$ cat src/rtl/seq_mult_sa.sv
// Sequential shift-and-add multiplier: N-bit operands, 2N-bit product after N RUN cycles.
// Optional two's-complement operands when SIGNED_MULT_EN is defined (magnitude + sign out).
module seq_mult_sa #(
  parameter int N = 7
) (
  input  logic           clk,
  input  logic           clr,
  input  logic           start,
  input  logic [N-1:0]   a,
  input  logic [N-1:0]   b,
  output logic [2*N-1:0] product,
  output logic           sign,
  output logic           busy,
  output logic           done,
  output logic           prod_valid,
  output logic           in_range
);

  localparam int CW = $clog2(N) + 1;
  localparam logic [1:0] S_IDLE = 2'd0;
  localparam logic [1:0] S_RUN  = 2'd1;
  localparam logic [1:0] S_DONE = 2'd2;
  localparam logic [2*N+13:0] DEC_LIMIT = 9999;

  logic [1:0]     state_q, state_d;
  logic [2*N-1:0] mcand_q, mcand_d;
  logic [N-1:0]   mplier_q, mplier_d;
  logic [2*N-1:0] acc_q, acc_d;
  logic [CW-1:0]  cnt_q, cnt_d;
  logic           sgn_q, sgn_d;
  logic           pv_q, pv_d;

  logic [N-1:0]   a_mag, b_mag;
  logic           sgn_in;

`ifdef SIGNED_MULT_EN
  // -2^(N-1) negates to itself, which reads correctly as 2^(N-1) unsigned
  always_comb begin
    a_mag  = a[N-1] ? N'(-a) : a;
    b_mag  = b[N-1] ? N'(-b) : b;
    sgn_in = a[N-1] ^ b[N-1];
  end
`else
  always_comb begin
    a_mag  = a;
    b_mag  = b;
    sgn_in = 1'b0;
  end
`endif

  always_comb begin
    state_d  = state_q;
    mcand_d  = mcand_q;
    mplier_d = mplier_q;
    acc_d    = acc_q;
    cnt_d    = cnt_q;
    sgn_d    = sgn_q;
    pv_d     = pv_q;
    case (state_q)
      S_IDLE: begin
        if (start) begin
          mcand_d  = {{N{1'b0}}, a_mag};
          mplier_d = b_mag;
          acc_d    = '0;
          cnt_d    = '0;
          pv_d     = 1'b0;
          sgn_d    = sgn_in;
          state_d  = S_RUN;
        end
      end
      S_RUN: begin
        if (mplier_q[0]) begin
          acc_d = acc_q + mcand_q;
        end
        mcand_d  = mcand_q << 1;
        mplier_d = mplier_q >> 1;
        cnt_d    = cnt_q + 1'b1;
        if (cnt_q == CW'(N - 1)) begin
          state_d = S_DONE;
          pv_d    = 1'b1;
          // a zero product is never reported as negative
          sgn_d   = sgn_q & (acc_d != '0);
        end
      end
      S_DONE: begin
        state_d = S_IDLE;
      end
      default: begin
        state_d = S_IDLE;
      end
    endcase
  end

  always_ff @(posedge clk) begin
    if (clr) begin
      state_q  <= S_IDLE;
      mcand_q  <= '0;
      mplier_q <= '0;
      acc_q    <= '0;
      cnt_q    <= '0;
      sgn_q    <= 1'b0;
      pv_q     <= 1'b0;
    end else begin
      state_q  <= state_d;
      mcand_q  <= mcand_d;
      mplier_q <= mplier_d;
      acc_q    <= acc_d;
      cnt_q    <= cnt_d;
      sgn_q    <= sgn_d;
      pv_q     <= pv_d;
    end
  end

  assign product    = acc_q;
  assign sign       = sgn_q;
  assign busy       = (state_q == S_RUN);
  assign done       = (state_q == S_DONE);
  assign prod_valid = pv_q;
  assign in_range   = pv_q && ({14'd0, acc_q} <= DEC_LIMIT);

endmodule

$ cat config.mk
export PLATFORM = sky130hd
export DESIGN_NAME = seq_mult_sa
export DESIGN_NICKNAME = d
export VERILOG_FILES = /design/src/rtl/seq_mult_sa.sv
export SDC_FILE = /design/constraint.sdc
export NUM_CORES = 1
export LEC_CHECK = 0
export ABC_AREA = 1
export ABC_CLOCK_PERIOD_IN_PS = 2900
export CAP_MARGIN = 25
export CORE_MARGIN = 2
export CORE_UTILIZATION = 33
export DETAILED_ROUTE_END_ITERATION = 10
export GPL_TIMING_DRIVEN = 0
export PLACE_DENSITY_LB_ADDON = 0.08
export RECOVER_POWER = 50
export SYNTH_ARGS = -nofsm -noshare
export SYNTH_HDL_FRONTEND = slang
export SYNTH_SLANG_ARGS = --single-unit
$ cat constraint.sdc
create_clock -name clk -period 2.9 [get_ports clk]
set_clock_uncertainty 0.1 [all_clocks]
set_input_delay 0.58 -clock clk [delete_from_list [all_inputs] [get_ports clk]]
set_output_delay 0.58 -clock clk [all_outputs]
set_load 0.05 [all_outputs]
==> reports/qor.yml <==
post-route-util_pct: 40.5
post_synthesis_cell_area_um2: 2740
floorplan.die.width_um: 95.1
maxCapViolations: 0
layout_min_cycle_time_ps: 2560
crit_arrival_ps: 1880
setup_viol: 0
powerDensity_nw_per_um2: 381
cts.sinks: 43
asyncSetResetFlopFracSynth_pct: 0
timing.slew.headroom_pct: 60.8
dpl.cell_count: 565
worstPathBufferInverterCount: 1
synth.net_count: 459
n_diodes: 0
drc: 0
yosys_register_bits: 43
relative_area_change_from_synthesis_to_final_layout_pct: 20.1
result_of_the_run: "complete, no violations"
worst_hold_path_type: "register to register"
tritoncts_clock_tree: "yes"
first_global_vias: 2573
final_standard_cell_count_with_taps_included_and_fillers_excluded: 572
synthesis.yosys.warnings: 0
avgViaCountPerCell: 4.78
port_buffers: 34
synth_cell_types: 33
die-height_um: 95.1
fillCellCount: 880
finalWirelength_um: 7440
clock_latency_ps: 290
cts_htree_levels: 2
cp-end-kind: "output pin"
fin_area_um2: 3290
synth_area_per_inst_um2: 6.43
setup.worst_path.class: "register to output pin"
ff2ff_setup_slack_ps: 480
first_iter_violations: 103
worst_path_largest_cell_delay_ps: 530
first_pass_grt_wire_length_um: 12300
pin_count: 36
max-vdd-ir-drop_mv: 0.259
core-area_um2: 8130
power.total_mw: 1.25
power.leakage_nw: 1.45
hold_violations: 0
synth-seq-area-share_pct: 31.4
clk_root_buffer_cell: "clkbuf_8"
postSynthCellCount: 426
drive_gt1_share_pct: 7.28
post-route-worst-setup-slack_ps: 337
ant_nets: 0
detailroute.via_count: 2736
drt-wirelength-per-cell_um: 13.0
setup.worst_path.start_class: "register"
max_slew.worst_pin.slew_ps: 588
worst_path_max_delay_cell: "dlygate4sd2_1"
timing.final.crit_share_pct: 88.4
gr-total-overflow: 0
crit_family: "buffers and inverters"
timing.final.max_slew_violations: 0
fin_nets: 500
tns_ps: 0
number_of_enable_flip_flop_cells_after_synthesis: 0
hold_ws_ps: 354
die_area_um2: 9040
peak_freq_ghz: 0.390
grt_util_all_layers_pct: 17.6
antenna_violations_before_repair: 0
dpl-instance-area_um2: 3210
numCtsBuffers: 5
worstPathMaxFanout: 5
grt_start_max_net_pins: 13
detailed_place_hpwl_um: 5900
floorplan.initialDensity_pct: 33.7
synth-main-ff-cell: "dfxtp_1"
rsz0062_at_grt: "false"
cts.clk_slew.worst_paths_ps: 80
detailedRoute.firstPassIterationCount: 4
required_time_at_the_endpoint_of_the_critical_path_ps: 2220
routabilityCongestion: 0.771
critical_path.cell_chain: "nor4_1 -> o211ai_1 -> a21oi_1 -> dlygate4sd2_1"
preCtsSetupSlack_ps: 286
cts-hold-fix-buffers: 0
row_count: 33
cts_max_path_buffers: 2
-- registers in the layout, indices dropped and copies added (netlist names) --
signal      flops
state_q         2
cnt_q           4
sign            1
mcand_q        14
prod_valid      1
product        14
mplier_q        7
-- power by group --
part	leakage (nW)	switching [mW]	internal [mW]	total (mW)
sequential	0.349	0.0215	0.611	0.632
combinational	1.05	0.154	0.0881	0.242
clock	0.0470	0.192	0.187	0.379
-- repair_timing --
action	4_1_cts	5_1_grt
buffers inserted	0	0
cloned	0	0
setup endpoints to repair	1	1
gates resized for setup	1	1
pin swaps	0	0
-- tightest hold or removal path: stages, from the launching register on --
cell     delay (ps)
dfxtp_1         310
nand2_1          70
a21oi_2          30
-- cell usage in the layout (no fill, tap or decap), drive strengths merged, types with 2 or more instances in the layout --
cell type	Yosys	routed
buf	7	4
nand3	46	46
nand4	4	4
or2	8	8
o32ai	3	3
a22oi	3	3
clkdlybuf4s50	0	31
ha	15	15
a31oi	10	10
nand3b	3	3
o22ai	2	2
o21ai	7	7
inv	55	55
nor2	19	19
clkbuf	7	16
dfxtp	43	43
nand2	158	158
a21oi	30	30
-- routing by layer --
metal / GRT usage, % / part of all wire (%) / up-vias
li1: - / - / 1461
met1: 24.2 / 50 / 1235
met2: 29.3 / 46 / 34
met3: 2.21 / 2.8 / 6
met4: 4.47 / 0.91 / 0
met5: 0 / 0 / -
-- final cells by class --
type / instances / area (µm²) / area share [%]
Buffer: 14 / 71.3 / 2.17
Clock buffer: 6 / 82.6 / 2.51
Tap cell: 105 / 131 / 3.99
Multi-Input combinational cell: 314 / 1590 / 48.4
Inverter: 55 / 206 / 6.27
Sequential cell: 43 / 861 / 26.2
Clock inverter: 1 / 5.00 / 0.152
Timing Repair Buffer: 34 / 342 / 10.4
-- kinds of logic (layout without fill, tap and decap cells) --
group                    after synthesis  count (layout)  synth area share [%]
AO/OA/AOI/OAI                         56              56                  11.8
XOR/XNOR                               1               1                 0.320
adder cells (fa/ha/maj)               16              16                  7.58
buffers and inverters                 69             110                  10.3
flip-flops                            43              43                  31.4
multiplexers                           1               1                 0.365
AND/OR/NAND/NOR                      240             240                  38.2
-- worst paths after layout --
kind                   start  cells after the start        to
setup / recovery  product[4]                      4  in_range
hold / removal          sign                      2      sign
setup reg to reg  mcand_q[0]                     15      sign
hold reg to reg         sign                      2      sign
-- cell usage after synthesis, types with 2 or more instances --
cell	n	area share [%]
o32ai_1	3	0.96
nand3b_1	3	0.82
buf_6	2	0.82
o22ai_1	2	0.46
a31oi_1	10	2.3
inv_1	50	6.9
or2_2	7	1.6
nand2_2	5	1.1
inv_2	5	0.69
nor2_1	15	2.1
nand4_1	4	0.91
o21ai_0	6	1.1
nand3_2	4	1.5
a21oi_1	29	5.3
ha_1	15	6.9
clkbuf_1	7	0.96
nor2_2	4	0.91
buf_2	3	0.55
a22oi_1	3	0.82
dfxtp_1	43	31
nand3_1	42	7.7
nand2_1	153	21
(Power assumes the default switching activity.)
